`config.mk`:
```
export PLATFORM = sky130hd
export DESIGN_NAME = uart_tx_fifo
export DESIGN_NICKNAME = d
export VERILOG_FILES = /design/src/rtl/uart_pkg.sv /design/src/rtl/uart_sync_fifo.sv /design/src/rtl/uart_tx_fifo.sv
export SDC_FILE = /design/constraint.sdc
export NUM_CORES = 1
export LEC_CHECK = 0
export ABC_AREA = 0
export BUFFER_PORTS_ARGS = -buffer_cell sky130_fd_sc_hd__buf_2
export CORE_MARGIN = 2
export CORE_UTILIZATION = 65
export DETAILED_ROUTE_END_ITERATION = 8
export PLACE_DENSITY_LB_ADDON = 0.3
export SLEW_MARGIN = 20
export SYNTH_ARGS = -nofsm -noshare
export SYNTH_HDL_FRONTEND = slang
export SYNTH_SLANG_ARGS = --single-unit
```
`constraint.sdc`:
```
create_clock -name clk -period 8.7 [get_ports clk]
set_input_delay 1.74 -clock clk [delete_from_list [all_inputs] [get_ports clk]]
set_output_delay 1.74 -clock clk [all_outputs]
set_load 0.005 [all_outputs]
```
`src/rtl/uart_pkg.sv`:
```
// uart_pkg: shared UART types and constants.
//   UART_DATA_BITS  - default byte width for UART datapaths
//   tx_fifo_state_t - states of the transmit FIFO drain FSM
package uart_pkg;

  localparam int unsigned UART_DATA_BITS = 8;

  typedef enum logic [1:0] {
    IDLE,
    WAIT_BUSY,
    WAIT_DONE
  } tx_fifo_state_t;

endpackage

```
`src/rtl/uart_sync_fifo.sv`:
```
// uart_sync_fifo: circular single-clock FIFO used as the UART transmit queue.
//   clk, rst  - clock and synchronous active-high reset
//   push      - enqueue wr_data (ignored while full)
//   pop       - dequeue the head entry (ignored while empty)
//   wr_data   - byte to enqueue
//   rd_data   - current head entry (mem[rd_ptr]); valid while !empty
//   count     - occupancy, 0..DEPTH
//   empty     - count == 0
//   full      - count == DEPTH
module uart_sync_fifo #(
  parameter int unsigned DATA_BITS = 8,
  parameter int unsigned DEPTH     = 16
) (
  input  logic                   clk,
  input  logic                   rst,
  input  logic                   push,
  input  logic                   pop,
  input  logic [DATA_BITS-1:0]   wr_data,
  output logic [DATA_BITS-1:0]   rd_data,
  output logic [$clog2(DEPTH):0] count,
  output logic                   empty,
  output logic                   full
);

  localparam int unsigned AW = $clog2(DEPTH);
  localparam int unsigned CW = AW + 1;

  logic [DATA_BITS-1:0] mem [DEPTH];
  logic [AW-1:0]        wr_ptr;
  logic [AW-1:0]        rd_ptr;
  logic                 do_push;
  logic                 do_pop;

  // Full blocks a push even when a pop happens on the same edge.
  assign do_push = push && !full;
  assign do_pop  = pop && !empty;

  assign empty   = (count == '0);
  assign full    = (count == CW'(DEPTH));
  assign rd_data = mem[rd_ptr];

  // DEPTH is a power of two, so pointer wrap is the natural AW-bit overflow.
  always_ff @(posedge clk) begin
    if (rst) begin
      wr_ptr <= '0;
      rd_ptr <= '0;
      count  <= '0;
    end else begin
      if (do_push) wr_ptr <= wr_ptr + AW'(1);
      if (do_pop)  rd_ptr <= rd_ptr + AW'(1);
      unique case ({do_push, do_pop})
        2'b10:   count <= count + CW'(1);
        2'b01:   count <= count - CW'(1);
        default: count <= count;
      endcase
    end
  end

  always_ff @(posedge clk) begin
    if (do_push) mem[wr_ptr] <= wr_data;
  end

endmodule

```
`src/rtl/uart_tx_fifo.sv`:
```
// uart_tx_fifo: byte queue between the echo logic and the UART transmitter.
// Bytes written on a valid/ready port are queued and handed to the
// transmitter one at a time through a tx_start/tx_data/tx_busy handshake.
//   clk, rst  - clock and synchronous active-high reset
//   wr_valid  - write request; byte taken when wr_valid && wr_ready
//   wr_data   - byte to enqueue
//   wr_ready  - !full
//   tx_start  - registered one-cycle pulse per byte handed to the transmitter
//   tx_data   - registered byte, held until the next pop
//   tx_busy   - transmitter busy flag
//   count     - occupancy, 0..DEPTH
//   empty     - count == 0
//   full      - count == DEPTH
//   overflow  - sticky: a write was attempted while full (cleared by rst)
module uart_tx_fifo
  import uart_pkg::*;
#(
  parameter int unsigned DATA_BITS    = UART_DATA_BITS,
  parameter int unsigned DEPTH        = 16,
  parameter int unsigned BUSY_TIMEOUT = 4
) (
  input  logic                   clk,
  input  logic                   rst,
  input  logic                   wr_valid,
  input  logic [DATA_BITS-1:0]   wr_data,
  output logic                   wr_ready,
  output logic                   tx_start,
  output logic [DATA_BITS-1:0]   tx_data,
  input  logic                   tx_busy,
  output logic [$clog2(DEPTH):0] count,
  output logic                   empty,
  output logic                   full,
  output logic                   overflow
);

  localparam int unsigned TW = $clog2(BUSY_TIMEOUT) + 1;

  tx_fifo_state_t       state;
  tx_fifo_state_t       state_next;
  logic [TW-1:0]        timer;
  logic [TW-1:0]        timer_next;
  logic                 push;
  logic                 pop;
  logic [DATA_BITS-1:0] head;

  assign wr_ready = !full;
  assign push     = wr_valid && !full;

  uart_sync_fifo #(
    .DATA_BITS (DATA_BITS),
    .DEPTH     (DEPTH)
  ) u_fifo (
    .clk     (clk),
    .rst     (rst),
    .push    (push),
    .pop     (pop),
    .wr_data (wr_data),
    .rd_data (head),
    .count   (count),
    .empty   (empty),
    .full    (full)
  );

  always_ff @(posedge clk) begin
    if (rst) begin
      state <= IDLE;
      timer <= '0;
    end else begin
      state <= state_next;
      timer <= timer_next;
    end
  end

  // WAIT_BUSY gives the transmitter BUSY_TIMEOUT cycles to raise tx_busy;
  // if it never does, the byte is treated as sent so the queue cannot stall.
  always_comb begin
    state_next = state;
    timer_next = timer;
    pop        = 1'b0;
    unique case (state)
      IDLE: begin
        if (!empty && !tx_busy) begin
          pop        = 1'b1;
          state_next = WAIT_BUSY;
          timer_next = '0;
        end
      end
      WAIT_BUSY: begin
        if (tx_busy) begin
          state_next = WAIT_DONE;
          timer_next = '0;
        end else if (timer == TW'(BUSY_TIMEOUT - 1)) begin
          state_next = IDLE;
          timer_next = '0;
        end else begin
          timer_next = timer + TW'(1);
        end
      end
      WAIT_DONE: begin
        if (!tx_busy) state_next = IDLE;
      end
      default: begin
        state_next = IDLE;
        timer_next = '0;
      end
    endcase
  end

  always_ff @(posedge clk) begin
    if (rst) begin
      tx_start <= 1'b0;
      tx_data  <= '0;
      overflow <= 1'b0;
    end else begin
      tx_start <= pop;
      if (pop) tx_data <= head;
      if (wr_valid && full) overflow <= 1'b1;
    end
  end

endmodule

```
# After elaboration in Yosys (flattened, before gate mapping)

Memories as Yosys holds them, arrays and structs flattened. A register that Yosys moved wholly into a read port is not among the register bits.
Index checks and enable logic that the tools add are counted.

Bitwise operators: 1
Muxes and demuxes: 14
Reductions and logical operators: 13
Equality and inequality tests: 9
Add/sub/neg operators: 5

Operator list:

| cell                                              | count |
|---|---|
| case mux 5 bit (2 select lines)                   | 1 |
| 2-to-1 mux 3 bit                                  | 3 |
| case mux 3 bit (3 select lines)                   | 1 |
| adder 4 x 1 -> 4 bit (second input constant)      | 2 |
| 2-to-1 mux 2 bit                                  | 4 |
| case mux 2 bit (3 select lines)                   | 1 |
| adder 5 x 1 -> 5 bit (second input constant)      | 1 |
| == test 5 bit (second input constant)             | 1 |
| logical AND 1 bit                                 | 5 |
| zero test 5 bit                                   | 1 |
| subtractor 5 x 1 -> 5 bit (second input constant) | 1 |
| == test 2 x 1 -> 1 bit (second input constant)    | 2 |
| == test 2 bit (second input constant)             | 2 |
| 2-to-1 mux 1 bit                                  | 4 |
| != test 2 bit (second input constant)             | 2 |
| adder 3 x 1 -> 3 bit (second input constant)      | 1 |
| == test 3 x 2 -> 1 bit (second input constant)    | 1 |
| zero test 1 bit                                   | 3 |
| != test 3 bit (second input constant)             | 1 |
| AND reduction 3 bit                               | 1 |
| zero test 2 bit                                   | 1 |
| AND reduction 2 bit                               | 1 |
| nonzero test 2 bit                                | 1 |
| inverter 1 bit                                    | 1 |

RAM bits: 128
Flip-flop bits (word level): 20
Input bits: 12
Memories kept: 1
Word-level logic and storage cells: 50

Memories:

| memory     | words | width | read ports | clocked after Yosys merged registers in | write ports | line                 | RTL |
|---|---|---|---|---|---|---|---|
| u_fifo.mem | 16    | 8     | 1          | 1                                       | 1           | uart_sync_fifo.sv:28 | `logic [DATA_BITS-1:0] mem [DEPTH];` |

# Longest topological paths before layout

Depth after elaboration: 8
Gate-level depth with buffers: 11
Mapped depth without buffers: 9

# By module

Synthesis repeated with hierarchy kept, for this count alone.

Cell total of the unflattened synthesis: 369
Area, all modules: 6551.3 um2

By module, submodules not included:

| module         | sequential area each (um2) | instances | cells an instance | area an instance (um2) |
|---|---|---|---|---|
| uart_sync_fifo | 4184.0                     | 1         | 305               | 5974.5 |
| uart_tx_fifo   | 300.3                      | 1         | 64                | 576.8 |

# Least setup slack after synthesis

No wires, ideal clock.

Path type: input to register
From: in tx_busy
To: reg u_fifo.count[4]
Arrival: 3727 ps
Stages: 10
Setup slack: 4852 ps
Setup time: 121 ps
Data required time: 8579 ps
Buffers on the path: 1
Cell sequence: nor3_1 -> o21ai_4 -> inv_2 -> buf_6 -> ha_1 -> ha_1 -> a21o_1 -> a21oi_1 -> mux2i_1 -> mux2_2

Cells in the longest elaborated chain, start to end: 7
Elaborated cells between the ends (all ways): 9
Those cells by class: eq/ne: 2; mux: 3; reduce/logical: 4

RTL lines:

| element                                                                      | line                 | RTL |
|---|---|---|
| start: declaration                                                           | uart_tx_fifo.sv:29   | `input logic tx_busy,` |
| zero test 1 bit (*)                                                          | n/a                  |  |
| logical AND 1 bit (*)                                                        | uart_tx_fifo.sv:82   | `if (!empty && !tx_busy) begin` |
| 2-to-1 mux 1 bit (*)                                                         | uart_tx_fifo.sv:82   |  |
| 2-to-1 mux 1 bit (*)                                                         | uart_tx_fifo.sv:80   | `unique case (state)` |
| logical AND 1 bit (*)                                                        | uart_sync_fifo.sv:36 | `assign do_pop = pop && !empty;` |
| net u_fifo.do_pop                                                            | uart_sync_fifo.sv:32 | `logic do_pop;` |
| == test 2 x 1 -> 1 bit / == test 2 bit (equally long branches)               | uart_sync_fifo.sv:51 | `unique case ({do_push, do_pop})` |
| case mux 5 bit (2 select lines) / nonzero test 2 bit (equally long branches) | n/a                  |  |
| end signal: assignment                                                       | uart_sync_fifo.sv:52 | `2'b10: count <= count + CW'(1);` |
| end signal: assignment                                                       | uart_sync_fifo.sv:53 | `2'b01: count <= count - CW'(1);` |
| end signal: assignment                                                       | uart_sync_fifo.sv:54 | `default: count <= count;` |
| end: declaration                                                             | uart_sync_fifo.sv:20 | `output logic [$clog2(DEPTH):0] count,` |

Mark *: on every way through the listed nets, which the timed path passes. The rest lies on a longest branch.
A chain may end at the register's enable or synchronous reset.

# Worst setup path in the final report

From: reg u_fifo.count[0]
To: out full

Cells in the longest elaborated chain, start to end: 1

RTL lines:

| element          | line                 | RTL |
|---|---|---|
| == test 5 bit    | uart_sync_fifo.sv:39 | `assign full = (count == CW'(DEPTH));` |
| end: declaration | uart_tx_fifo.sv:32   | `output logic full,` |

No other way between the ends.

==> results.py <==
metrics = {
    "cells_and_area": {
        "layout-drive-gt1-share_pct": 20.6,
        "finish.net_count": 448,
        "fillerInstances": 572,
        "mostFrequentLayoutCell": "sky130_fd_sc_hd__edfxtp_1",
        "final-seq-area_um2": 4410,
        "area_growth_pct": 12.3,
        "antenna_cells": 0,
        "area_occupied_by_multi_input_gates_um2": 1780,
        "final_cell_mix": "128 x sky130_fd_sc_hd__edfxtp_1, 39 x sky130_fd_sc_hd__nor2_1, 34 x sky130_fd_sc_hd__mux2i_1",
    },
    "timing": {
        "timing_max_transition_violations_final": 0,
        "finalClockSkew_ns": 0.00611,
        "timing.slew.headroom_pct": 40.3,
        "fmax_mhz": 264,
        "worst_slack_ns": 4.91,
        "timing.final.crit_share_pct": 43.5,
        "setup-violations-final": 0,
        "period_needed_ns": 3.79,
        "timing_worst_slew_pin_value_ns": 0.888,
        "rsz0062_at_grt": "no",
        "hold_viol": 0,
        "setup_total_negative_slack_ns": 0,
    },
    "die": {
        "die-height_um": 103,
        "core_outline_area_um2": 9590,
        "floorplan.die.width_um": 103,
        "floorplan.initialDensity_pct": 66.0,
        "floorplan.rows": 36,
        "die_area_um2": 10500,
        "design.portCount": 30,
    },
    "critical_path": {
        "setup.worst_path.start_class": "flop",
        "criticalPathCategory": "flop to output port",
        "critPathMaxFanout": 6,
        "worstPathRequired_ns": 6.96,
        "cp-startpoint": "u_fifo.count[0]",
        "endpoint_kind": "output port",
        "timing.critical_path.arrival_ns": 2.05,
        "timing.rr.start": "u_fifo.count[0]",
    },
    "place": {
        "port_buffers": 29,
        "gp_routability_congestion": 0.807,
        "dp_wirelength_mm": 7.55,
        "placement.setup.worst_slack_ns": 4.43,
    },
    "clocking": {
        "tritoncts_num_sinks": 156,
        "tritoncts.num_buffers": 17,
        "cts.reportedPaths.clkPinSlew_ns": 0.06,
        "cts-hold-fix-buffers": 0,
        "cts_resized": 0,
        "cts_post_setup_buffers_inserted": 0,
        "tritoncts_clock_tree": "done",
        "htree_levels": 4,
        "cts.root.buffer_cell": "sky130_fd_sc_hd__clkbuf_8",
        "cts-root-to-sink-buffers": 2,
        "worstSkewPairLatency_ns": 0.52,
    },
    "global_route": {
        "grtUsageTotal_pct": 24.7,
        "grt_antenna_before_repair": 0,
        "grt_max_degree": 51,
        "grt_pass1_vias": 3378,
        "globalRoute.totalOverflow": 0,
        "grt_first_pass_wirelength_mm": 18.3,
    },
    "detailed_routing": {
        "tritonroute_pass_1_iters": 5,
        "residual_antenna_violating_net_count_after_detailed_routing": 0,
        "vias": 3491,
        "wl_per_instance_um": 21.1,
        "drtIter0Drc": 315,
        "total_routed_wirelength_mm": 12.0,
        "route.detailed.drc": 0,
        "viasPerCell": 6.12,
    },
    "yosys": {
        "synth-edff-count": 128,
        "yosysUniqueCellTypes": 47,
        "ys.flop_type": "sky130_fd_sc_hd__edfxtp_1",
        "post_synth.cell_area_avg_um2": 15.9,
        "post_synthesis_instance_total": 399,
        "synth-warning-count": 0,
        "synth_nets": 422,
        "part_of_the_yosys_area_used_for_sequential_elements_pct": 69.5,
        "synth.cell_area_um2": 6330,
        "ff_latch_count_synth": 156,
        "ys_async_sr_fraction_pct": 0,
    },
    "min_path": {
        "holdCritPathClass": "flop to flop",
        "hold_path_startpoint": "overflow",
    },
    "outcome": {
        "outcome": "complete, no violations",
    },
    "run": {
        "drv_cap": 0,
    },
    "pwr": {
        "max-vdd-ir-drop_mv": 0.203,
        "cellPowerDensity_nw_per_um2": 272,
        "total_leakage_power_nw": 2.36,
    },
}
cells in the mapped netlist, types with 2 or more instances:
master	number	area [um2]
sky130_fd_sc_hd__inv_1	6	22.5
sky130_fd_sc_hd__mux4_2	16	360
sky130_fd_sc_hd__a21oi_1	14	70.1
sky130_fd_sc_hd__xor2_1	5	43.8
sky130_fd_sc_hd__o211ai_1	2	15.0
sky130_fd_sc_hd__buf_1	2	7.51
sky130_fd_sc_hd__and3_1	2	12.5
sky130_fd_sc_hd__or3_1	2	12.5
sky130_fd_sc_hd__or3b_1	2	17.5
sky130_fd_sc_hd__nand3_1	5	25.0
sky130_fd_sc_hd__mux2_2	2	22.5
sky130_fd_sc_hd__nand2_1	9	33.8
sky130_fd_sc_hd__nand3b_1	4	30.0
sky130_fd_sc_hd__ha_1	10	125
sky130_fd_sc_hd__a311oi_1	7	61.3
sky130_fd_sc_hd__nor2_1	39	146
sky130_fd_sc_hd__nor3b_1	2	15.0
sky130_fd_sc_hd__buf_2	7	35.0
sky130_fd_sc_hd__buf_6	2	22.5
sky130_fd_sc_hd__buf_4	2	15.0
sky130_fd_sc_hd__dfxtp_1	28	561
sky130_fd_sc_hd__nand2b_1	3	18.8
sky130_fd_sc_hd__a211oi_2	7	87.6
sky130_fd_sc_hd__o22ai_1	15	93.8
sky130_fd_sc_hd__nor4_1	2	12.5
sky130_fd_sc_hd__xnor2_1	5	43.8
sky130_fd_sc_hd__mux2i_1	34	340
sky130_fd_sc_hd__nor3_1	6	30.0
sky130_fd_sc_hd__edfxtp_1	128	3840
sky130_fd_sc_hd__a21o_1	2	15.0
sky130_fd_sc_hd__clkbuf_1	13	48.8
power by group:
part / internal, mW / switching (mW) / total (mW)
Combinational: 0.141 / 0.197 / 0.337
Clock: 0.430 / 0.264 / 0.694
Sequential: 0.861 / 0.0429 / 0.904
Total: 1.43 / 0.503 / 1.94
metal layers:
| metal | part of all wire [%] | vias to the layer above | track usage (%) |
|---|---|---|---|
| li1 | - | 1598 | - |
| met1 | 40 | 1744 | 33.3 |
| met2 | 51 | 131 | 39.6 |
| met3 | 6.8 | 18 | 5.76 |
| met4 | 1.6 | 0 | 10.2 |
| met5 | 0 | - | 0 |
registers in the layout, indices dropped and copies added (netlist names):
register,cells
u_fifo.count,5
state,2
u_fifo.rd_ptr,4
overflow,1
tx_data,8
timer,3
tx_start,1
u_fifo.mem,128
u_fifo.wr_ptr,4
area by class of cell:
cell class / instances / share of cell area (%)
Sequential cell: 156 / 62.0
Multi-Input combinational cell: 210 / 25.1
Clock buffer: 21 / 6.04
Timing Repair Buffer: 33 / 2.46
Tap cell: 133 / 2.34
Clock inverter: 10 / 1.74
Inverter: 7 / 0.370
kinds of logic after synthesis:
| kind of cell | synth area share (%) |
|---|---|
| AND/OR/NAND/NOR | 6.14 |
| flip-flops | 69.5 |
| multiplexers | 11.4 |
| buffers and inverters | 2.45 |
| XOR/XNOR | 1.38 |
| AO/OA/AOI/OAI | 6.78 |
| adder cells (fa/ha/maj) | 2.29 |
critical path, cell delays in order, from the launching register on:
cell	delay [ns]
sky130_fd_sc_hd__dfxtp_1	0.39
sky130_fd_sc_hd__nor4_1	0.80
sky130_fd_sc_hd__nand2_1	0.16
sky130_fd_sc_hd__inv_1	0.07
sky130_fd_sc_hd__buf_2	0.10
through the flow:
stage	hold WS (ns)	utilization [%]	instances	cell area, um2	power (mW)
after detailed placement	0.460	68.3	539	6550	1.25
final	0.465	74.1	570	7110	1.94
after CTS	0.475	74.1	570	7110	1.95
after global placement	0.446	68.2	539	6550	1.24
after floorplan	0.452	-	399	6330	1.16
after global routing	0.497	74.1	570	7110	2.01
worst paths after layout:
check | endpoint | slack, ns | cells past startpoint
worst max-delay path | full | 4.91 | 4
worst min-delay path | overflow | 0.47 | 2
worst max register to register | u_fifo.count[4] | 5.28 | 9
worst min register to register | overflow | 0.47 | 2
Note: power is estimated with default switching activity, not from simulation.
